[src/rtl/ccff_bitstream_loader.sv]
// ccff_bitstream_loader: byte stream to configuration chain serialiser.
// Optional CRC-8 of the returned chain tail: define CCFF_TAIL_CRC_EN.
module ccff_bitstream_loader #(
    parameter int CHAIN_LEN = 22,
    parameter int DATA_W = 8,
    localparam int CNT_W = $clog2(CHAIN_LEN + 1)
) (
    input  logic              prog_clk,
    input  logic              prog_reset_n,
    input  logic              start,
    input  logic [DATA_W-1:0] in_data,
    input  logic              in_valid,
    output logic              in_ready,
    output logic              ccff_head,
    output logic              ccff_shift_en,
    input  logic              ccff_tail,
    output logic              busy,
    output logic              cfg_done
`ifdef CCFF_TAIL_CRC_EN
    ,
    output logic [7:0]        tail_crc
`endif
);

    localparam int RC_W = $clog2(DATA_W + 1);
    localparam int SUM_W = ((CNT_W > RC_W) ? CNT_W : RC_W) + 1;

    typedef enum logic [1:0] {
        IDLE,
        LOAD,
        DONE
    } state_t;

    state_t            state;
    logic [CNT_W-1:0]  bit_cnt;
    logic [RC_W-1:0]   reg_cnt;
    logic [DATA_W-1:0] shreg;
    logic [SUM_W-1:0]  committed;
    logic              take;

    // bits already shifted plus bits still buffered
    assign committed = SUM_W'(bit_cnt) + SUM_W'(reg_cnt);

    assign in_ready = (state == LOAD)
                   && (reg_cnt <= RC_W'(1))
                   && (committed < SUM_W'(CHAIN_LEN));

    assign take = in_valid && in_ready;

    // Control FSM, shift register and registered chain outputs
    always_ff @(posedge prog_clk or negedge prog_reset_n) begin
        if (!prog_reset_n) begin
            state         <= IDLE;
            bit_cnt       <= '0;
            reg_cnt       <= '0;
            shreg         <= '0;
            ccff_head     <= 1'b0;
            ccff_shift_en <= 1'b0;
            busy          <= 1'b0;
            cfg_done      <= 1'b0;
        end else begin
            unique case (state)
                IDLE, DONE: begin
                    ccff_shift_en <= 1'b0;
                    if (start) begin
                        state    <= LOAD;
                        busy     <= 1'b1;
                        cfg_done <= 1'b0;
                        bit_cnt  <= '0;
                        reg_cnt  <= '0;
                        shreg    <= '0;
                    end
                end
                LOAD: begin
                    if (bit_cnt == CNT_W'(CHAIN_LEN)) begin
                        // chain full: drop leftover bits of the last word
                        state         <= DONE;
                        busy          <= 1'b0;
                        cfg_done      <= 1'b1;
                        ccff_shift_en <= 1'b0;
                        reg_cnt       <= '0;
                        shreg         <= '0;
                    end else if (take && (reg_cnt == '0)) begin
                        // starved: the new MSB goes straight to the chain
                        ccff_head     <= in_data[DATA_W-1];
                        ccff_shift_en <= 1'b1;
                        shreg         <= in_data << 1;
                        reg_cnt       <= RC_W'(DATA_W - 1);
                        bit_cnt       <= bit_cnt + 1'b1;
                    end else if (reg_cnt != '0) begin
                        ccff_head     <= shreg[DATA_W-1];
                        ccff_shift_en <= 1'b1;
                        bit_cnt       <= bit_cnt + 1'b1;
                        if (take) begin
                            shreg   <= in_data;
                            reg_cnt <= RC_W'(DATA_W);
                        end else begin
                            shreg   <= shreg << 1;
                            reg_cnt <= reg_cnt - 1'b1;
                        end
                    end else begin
                        ccff_shift_en <= 1'b0;
                    end
                end
                default: begin
                    state         <= IDLE;
                    busy          <= 1'b0;
                    cfg_done      <= 1'b0;
                    ccff_shift_en <= 1'b0;
                end
            endcase
        end
    end

`ifdef CCFF_TAIL_CRC_EN
    // CRC-8 (poly 0x07) over the old configuration leaving the chain tail
    always_ff @(posedge prog_clk or negedge prog_reset_n) begin
        if (!prog_reset_n) begin
            tail_crc <= 8'h00;
        end else if (start && (state != LOAD)) begin
            tail_crc <= 8'h00;
        end else if (ccff_shift_en) begin
            tail_crc <= {tail_crc[6:0], 1'b0}
                      ^ ({8{tail_crc[7] ^ ccff_tail}} & 8'h07);
        end
    end
`else
    logic unused_tail;
    assign unused_tail = ccff_tail;
`endif

endmodule

[config.mk]
export PLATFORM = sky130hd
export DESIGN_NAME = ccff_bitstream_loader
export DESIGN_NICKNAME = d
export VERILOG_FILES = /design/src/rtl/ccff_bitstream_loader.sv
export SDC_FILE = /design/constraint.sdc
export NUM_CORES = 1
export LEC_CHECK = 0
export CAP_MARGIN = 20
export CORE_UTILIZATION = 35
export CTS_CLUSTER_DIAMETER = 100
export DETAILED_ROUTE_END_ITERATION = 8
export PLACE_DENSITY = 0.62
export SLEW_MARGIN = 20
export SYNTH_ARGS = -nofsm -noshare
export SYNTH_HDL_FRONTEND = slang
export SYNTH_SLANG_ARGS = --single-unit
[constraint.sdc]
create_clock -name prog_clk -period 5.4 [get_ports prog_clk]
set_input_delay 0.81 -clock prog_clk [delete_from_list [all_inputs] [get_ports prog_clk]]
set_output_delay 0.81 -clock prog_clk [all_outputs]
set_load 0.1 [all_outputs]
# Yosys cells after proc, flatten, opt, wreduce, memory -nomap -nowiden
# Index checks and enable logic that the tools add are counted.
[classes] add_sub_neg=3 magnitude_cmp=2 eq_ne=8 muxes=32 n_bitwise=1 n_reduce_logical=14
[op_table] op="$mux W8" n=5
[op_table] op="$mux W4" n=5
[op_table] op="$mux W5" n=4
[op_table] op="$pmux W8 S2" n=1
[op_table] op="$mux W1" n=10
[op_table] op="$pmux W5 S2" n=1
[op_table] op="$pmux W4 S2" n=1
[op_table] op="$add A5 B4 Y6" n=1
[op_table] op="$lt A6 B5 Y1 const B" n=1
[op_table] op="$reduce_and A3 Y1" n=2
[op_table] op="$add A5 B1 Y5 const B" n=1
[op_table] op="$eq A5 B5 Y1 const B" n=1
[op_table] op="$le A4 B1 Y1 const B" n=1
[op_table] op="$logic_and A1 B1 Y1" n=4
[op_table] op="$logic_not A4 Y1" n=1
[op_table] op="$mux W2" n=2
[op_table] op="$ne A2 B2 Y1 const B" n=2
[op_table] op="$ne A4 B1 Y1 const B" n=1
[op_table] op="$pmux W1 S2" n=2
[op_table] op="$pmux W2 S2" n=1
[op_table] op="$reduce_and A4 Y1" n=1
[op_table] op="$reduce_bool A2 Y1" n=2
[op_table] op="$reduce_bool A4 Y1" n=1
[op_table] op="$sub A4 B1 Y4 const B" n=1
[op_table] op="8 further kinds" n=8
[totals] reg_bits=23 in_bits=13 word_cells=68

# Logic depth before layout (Yosys ltp)
[logic_depth] word_depth=9 depth_mapped=11 depth_no_buf=9

# Worst setup path before layout
# No wires, ideal clock.
[synth_path] path_type="reg2reg" start="reg bit_cnt[1]" end="reg shreg[7]" setup_ps=122 arrival_time_ps=3504 setup_slack_ps=1774 stages_incl_launch_ff=11 n_path_buf=1 synth_period_minus_slack_ps=3626 cell_sequence="dfrtp_1 inv_1 fa_1 nand2b_1 a221oi_2 mux2i_1 a211oi_2 and2_4 buf_6 o211ai_4 a32o_1"
[synth_via] elab_chain_cells=9
[synth_lines] item="start: declaration" line_no="35" text="logic [CNT_W-1:0] bit_cnt;"
[synth_lines] item="start signal: assignment" line_no="89" text="bit_cnt <= bit_cnt + 1'b1;"
[synth_lines] item="start signal: assignment" line_no="93" text="bit_cnt <= bit_cnt + 1'b1;"
[synth_lines] item="$add A5 B4 Y6 (*)" line_no="42" text="assign committed = SUM_W'(bit_cnt) + SUM_W'(reg_cnt);"
[synth_lines] item="$lt A6 B5 Y1 (*)" line_no="46" text="&& (committed < SUM_W'(CHAIN_LEN));"
[synth_lines] item="$logic_and A1 B1 Y1 (*)" line_no="46"
[synth_lines] item="named net in_ready" line_no="13" text="output logic in_ready,"
[synth_lines] item="$logic_and A1 B1 Y1 (*)" line_no="48" text="assign take = in_valid && in_ready;"
[synth_lines] item="$mux W8" line_no="94" text="if (take) begin"
[synth_lines] item="$mux W8" line_no="90" text="end else if (reg_cnt != '0) begin"
[synth_lines] item="$mux W8" line_no="83" text="end else if (take && (reg_cnt == '0)) begin"
[synth_lines] item="$mux W8" line_no="75" text="if (bit_cnt == CNT_W'(CHAIN_LEN)) begin"
[synth_lines] item="$pmux W8 S2" line_no="62" text="unique case (state)"
[synth_lines] item="end signal: assignment" line_no="87" text="shreg <= in_data << 1;"
[synth_lines] item="end signal: assignment" line_no="95" text="shreg <= in_data;"
[synth_lines] item="end signal: assignment" line_no="98" text="shreg <= shreg << 1;"
[synth_lines] item="end: declaration" line_no="37" text="logic [DATA_W-1:0] shreg;"
# Mark *: on every way through the listed nets, which the timed path passes. The rest lies on a longest branch. The select of a mux whose other input is x is not followed.
# A chain may end at the register's enable or synchronous reset.

# Worst setup path after layout
[layout_path] start="reg bit_cnt[1]" end="out in_ready"
[layout_via] elab_chain_cells=3
[layout_lines] item="$add A5 B4 Y6" line_no="42"
[layout_lines] item="$lt A6 B5 Y1" line_no="46"
[layout_lines] item="$logic_and A1 B1 Y1" line_no="46"
[layout_lines] item="end: declaration" line_no="13"
# Every way passes these cells.

==> qor.yml <==
ios: 18
clk_pin_slew_ps: 80
ys_seq_elements: 22
synth_warnings: 0
multi_input_area_um2: 810
overflow: 0
final_cells: 220
register_area_um2: 551
regToRegEndpoint: "bit_cnt[3]$_DFFE_PN0P_"
worstSetupEndpointType: "output pin"
ys_seq_area_frac: 0.383
crit_fanout: 6
antenna_found_initial: 0
ant_nets: 0
worstPathRequired_ps: 4590
tritoncts: "yes"
drv_slew: 0
globalRouteTotalUtil: 0.161
ir_drop_mv: 0.360
vias: 1186
critPathKind: "flip-flop to output pin"
synth.avg_cell_area_um2: 9.09
synthCells: 158
grt_pass1_wl_um: 5340
worstPathArrival_ps: 3200
cts_buffers: 3
r2r-start: "bit_cnt[1]$_DFFE_PN0P_"
max-cap-violations: 0
power.density_nw_per_um2: 711
hpwlAfterDp_um: 2180
fin_setup_tns_ps: 0
die_area_um2: 4360
syn-num-nets: 180
skew_ps: 2.02
dp.cells: 216
area_growth_pct: 16.2
fin_crit_sh: 0.742
crit_path_end: "in_ready"
hold_path_class: "primary input to asynchronous set/reset pin"
leakage_uw: 0.000753
die_w_um: 66.1
drt_iter0_drc: 42
place.gp.congestion: 0.759
diodes: 0
period_needed_ps: 4010
cts_hold_buf: 0
cts_sinks: 22
synthXorXnorAreaFrac: 0.0122
firstDrtPassIters: 4
nFillCells: 382
reg2reg_depth: 9
status: "finished, final reports clean"
synth_cell_types: 37
worstMarginPinSlew_ps: 966
cp-startpoint: "bit_cnt[1]$_DFFE_PN0P_"
core_area_um2: 3800
port_buffers: 16
drc: 0
r2r_setup_slack_ps: 2480
clock_tree.root_cell: "clkbuf_8"
clk_latency_ps: 270
synthesis.area_um2: 1440
rsz0062_at_grt: "false"
fin_ws_ps: 1390
finalNetCount: 195
initial_core_util: 0.378
vias_per_cell: 5.39
synth_fa_ha_area_frac: 0.0836
critPathLaunchType: "flip-flop"
max-slew-margin-rel: 0.354
power.total_uw: 1190
fmax_ghz: 0.250
cts_setup_buffers: 0
cts_resized: 0
postPlaceCellArea_um2: 1600
num_rows: 22
hold_viol_final: 0
design_area_um2: 1670
die_h_um: 66.1
setup_violations: 0
grt_pass1_vias: 1129
htreeDepth: 1
synth-simple-area-share: 0.286
dp_slack_ps: 1660
grt_max_degree: 23
wl_um: 3060
synth_compound_area_frac: 0.154
synth_top_family_by_area: "simple AND/OR/NAND/NOR gates"
clock_path_buffers: 2
avgRoutedWirePerCell_um: 13.9
muxShareOfSynthArea: 0.0279
drive_gt1_frac: 0.110
synthesized netlist by cell type:
master     instances  area [um2]
buf_4              2        15.0
o211ai_4           1        21.3
dfrtp_1           22         551
mux2i_1            4        40.0
o21ai_0            7        35.0
nor4_1             1        6.26
a21oi_1            1        5.00
nand3b_1           1        7.51
buf_6              3        33.8
nand3_2            1        10.0
a221oi_2           1        15.0
ha_1               8         100
nand4b_1           1        8.76
nor2_1            12        45.0
a211oi_2           1        12.5
o221ai_1           1        8.76
xor2_1             2        17.5
nor2b_1            2        12.5
and2_1             3        18.8
nand4_1            2        12.5
a2111oi_0          1        8.76
a311oi_1           1        8.76
or4_1              1        7.51
or4_2              1        8.76
nand2_1           35         131
o311ai_0           1        8.76
nand2b_1           6        37.5
or2_2              8        50.1
a31o_1             1        8.76
nand3_1            8        40.0
a32o_1             8        80.1
buf_2              1        5.00
o2111ai_1          1        8.76
fa_1               1        20.0
nor3_1             1        5.00
and2_4             1        8.76
inv_1              6        22.5
layer usage:
layer  vias to the layer above  wire (um)  global-route usage  share of wire
met4                         0         38              0.0479          0.012
met2                        17       1420               0.259           0.46
met5                         -          0                   0              0
met1                       580       1520               0.220           0.50
li1                        585          -                   -              -
met3                         4         80              0.0259          0.026
layout make-up:
type | instances | share of cell area
clock buffers | 3 | 0.0247
clock inverters | 1 | 0.0180
inverters | 6 | 0.0135
multi-input cells | 124 | 0.485
flip-flops and latches | 22 | 0.330
well taps | 48 | 0.0360
repair buffers | 16 | 0.0930
worst max-delay path, cell delays in order (launching register included):
cell and delay (ps):
dfrtp_1 450, inv_1 90, fa_1 450, nand2b_1 190, a221oi_2 240, mux2i_1 150
a211oi_2 190, clkdlybuf4s50_1 1170
kinds of logic after synthesis:
group | count (synthesis)
buffers and inverters | 12
muxes | 4
DFF | 22
adders and majority gates | 9
AOI/OAI and AO/OA | 25
xor gates and xnor gates | 2
and+or+nand+nor | 84
placed cells by master, fill, tap and decap left out, drive strengths merged, types with 2 or more instances in the layout:
cell           instances
dfrtp                 22
nand2b                 6
nor2                  12
xor2                   2
inv                    6
nand4                  2
a32o                   8
or2                    8
nand2                 35
or4                    2
clkdlybuf4s50         15
ha                     8
mux2i                  4
nand3                  9
and2                   4
o21ai                  7
clkbuf                 3
nor2b                  2
state kept, by name, summed over array words and instances, names as in the netlist:
signal,count
ccff_shift_en,1
cfg_done,1
busy,1
bit_cnt,5
reg_cnt,4
ccff_head,1
state,1
shreg,8
stage by stage:
stage / hold slack, ps / utilization
after floorplan: 458 / -
after global placement: 471 / 0.422
after detailed placement: 477 / 0.422
after CTS: 497 / 0.441
after global routing: 519 / 0.439
final: 496 / 0.439
power by group:
group	switching (uW)	internal (uW)
clock	56.1	99.1
sequential	74.9	237
combinational	450	269
worst min path at each step:
stage                               from                endpoint  slack, ps  cells past startpoint
finish                      prog_reset_n  bit_cnt[4]$_DFFE_PN0P_        500                      1
global route        shreg[5]$_DFFE_PN0P_    shreg[5]$_DFFE_PN0P_        520                      1
CTS                 shreg[5]$_DFFE_PN0P_    shreg[5]$_DFFE_PN0P_        500                      1
detailed placement  shreg[5]$_DFFE_PN0P_    shreg[5]$_DFFE_PN0P_        480                      1
global placement    shreg[0]$_DFFE_PN0P_    shreg[0]$_DFFE_PN0P_        470                      1
floorplan           shreg[0]$_DFFE_PN0P_    shreg[0]$_DFFE_PN0P_        460                      1
Note: power is estimated with default switching activity, not from simulation.
==> variant, RTL diff (same settings) <==
Build with the macro `CCFF_TAIL_CRC_EN` defined.
--- a/src/rtl/ccff_bitstream_loader.sv
+++ b/src/rtl/ccff_bitstream_loader.sv
@@ -1,5 +1,7 @@
 // ccff_bitstream_loader: byte stream to configuration chain serialiser.
 // Optional CRC-8 of the returned chain tail: define CCFF_TAIL_CRC_EN.
+`define CCFF_TAIL_CRC_EN
+
 module ccff_bitstream_loader #(
     parameter int CHAIN_LEN = 22,
     parameter int DATA_W = 8,
Check against the original RTL (old outputs only; new: tail_crc): equivalent (equiv_simple and equiv_induct, registers matched by name and starting in step).
==> variant against the unedited design <==
  * Routed wire length is 21% higher
  * Maximum frequency is 1.7% lower
  * Worst hold slack gained 12 ps
  * Sequential cell count is 8 higher
  * Count of clock-buffer cells in the layout grew 3
  * Cell area increased by 31%
  * Utilization is 1.3 points higher
  * Area after synthesis is 25% higher
  * Register-to-register slack worse by 100 ps
  * First-iteration DRC count rose to 2.5 times the old value
  * Worst setup slack worse by 71 ps
  * Non-clock buffer count is 10 higher
  * Largest cell class unchanged
Power is left out: the tool's default activity adds up to more than one toggle a clock period on the data nets, which glitch-free logic cannot reach.
==> variant: results (changes against the unedited design) <==
OUTCOME
---------------------------------------------------------------------------------
Outcome ............................................................    completed

YOSYS
---------------------------------------------------------------------------------
Net count of the mapped netlist ....................................          218   +21%
Most common library cells after synthesis .......................... 33 x nand2_1, 30 x dfrtp_1, 17 x nor2_1
Gate count after technology mapping ................................          196   +24%
Library cells used by synthesis ....................................           44   +19%
Leading cell types by total area after synthesis ................... dfrtp_1 42%, nand2_1 6.9%, mux2i_1 6.7%
Portion of synthesized cell area occupied by the leading cell type .       0.4170   +0.03368

FINISH
---------------------------------------------------------------------------------
Proportion of cell area occupied by multi-input gates ..............       0.4470   -0.03803
Clock tree cell share of total cell area ...........................      0.04333   +0.0006010
Post-route insts no fill ...........................................          289   +31%
Layout filler cell count ...........................................          488   +28%
Final design area excluding fillers ................................ 0.002195 mm2   +31%
Comb_multi_in ......................................................          151   +22%
Count of buffers not belonging to the clock network in the layout ..           26   +10

WORST SETUP PATH
---------------------------------------------------------------------------------
Cells on worst reg2reg path ........................................            8   -1
R2r endpoint ....................................................... bit_cnt[0]$_DFFE_PN0P_

PLACE
---------------------------------------------------------------------------------
I/O Buffers ........................................................           25   +9
Post-placement cell area ........................................... 0.002100 mm2   +31%

ROUTING
---------------------------------------------------------------------------------
Vias per cell ......................................................        5.090   -5.6%
Routed length per instance .........................................     12.83 um   -7.7%

GRT
---------------------------------------------------------------------------------
Wire length of the first global-routing pass .......................      6492 um   +22%
Maximum number of pins on one net before global-route repair .......           31   +35%

STA
---------------------------------------------------------------------------------
Post-Route Hold Slack ..............................................     508.2 ps   +12.15 ps
Setup Skew .........................................................     8.287 ps   +6.264 ps
Final critical-path required period ................................      4077 ps   +70.56 ps

WORST HOLD PATH
---------------------------------------------------------------------------------
Worst hold path type ............................................... flop to flop

FLOORPLAN
---------------------------------------------------------------------------------
Placeable core area ................................................ 0.004848 mm2   +28%

==> variant: routing by layer <==
layer,wire (um),global-route usage,share of wire
met1,1845,0.2158,0.50
met2,1666,0.2477,0.45
met3,129,0.03841,0.035
met4,65,0.06410,0.018
met5,0,0,0
==> variant: worst max-delay path, delay by kind of cell (launching register included) <==
| kind | cells | cell delay, ps |
|---|---|---|
| compound gates | 3 | 680 |
| fa+ha+maj | 1 | 550 |
| simple gates | 1 | 100 |
| buf+inv | 2 | 1210 |
| flops | 1 | 440 |
==> variant: kinds of logic (layout without fill, tap and decap cells) <==
logic type / after synthesis / in the layout / share of synthesized area
muxes: 13 / 13 / 0.07297
xor gates and xnor gates: 3 / 3 / 0.01460
and+or+nand+nor: 74 / 74 / 0.1890
buffers and inverters: 15 / 41 / 0.03822
DFF: 30 / 30 / 0.4170
AOI/OAI and AO/OA: 52 / 52 / 0.2015
adders and majority gates: 9 / 9 / 0.06672
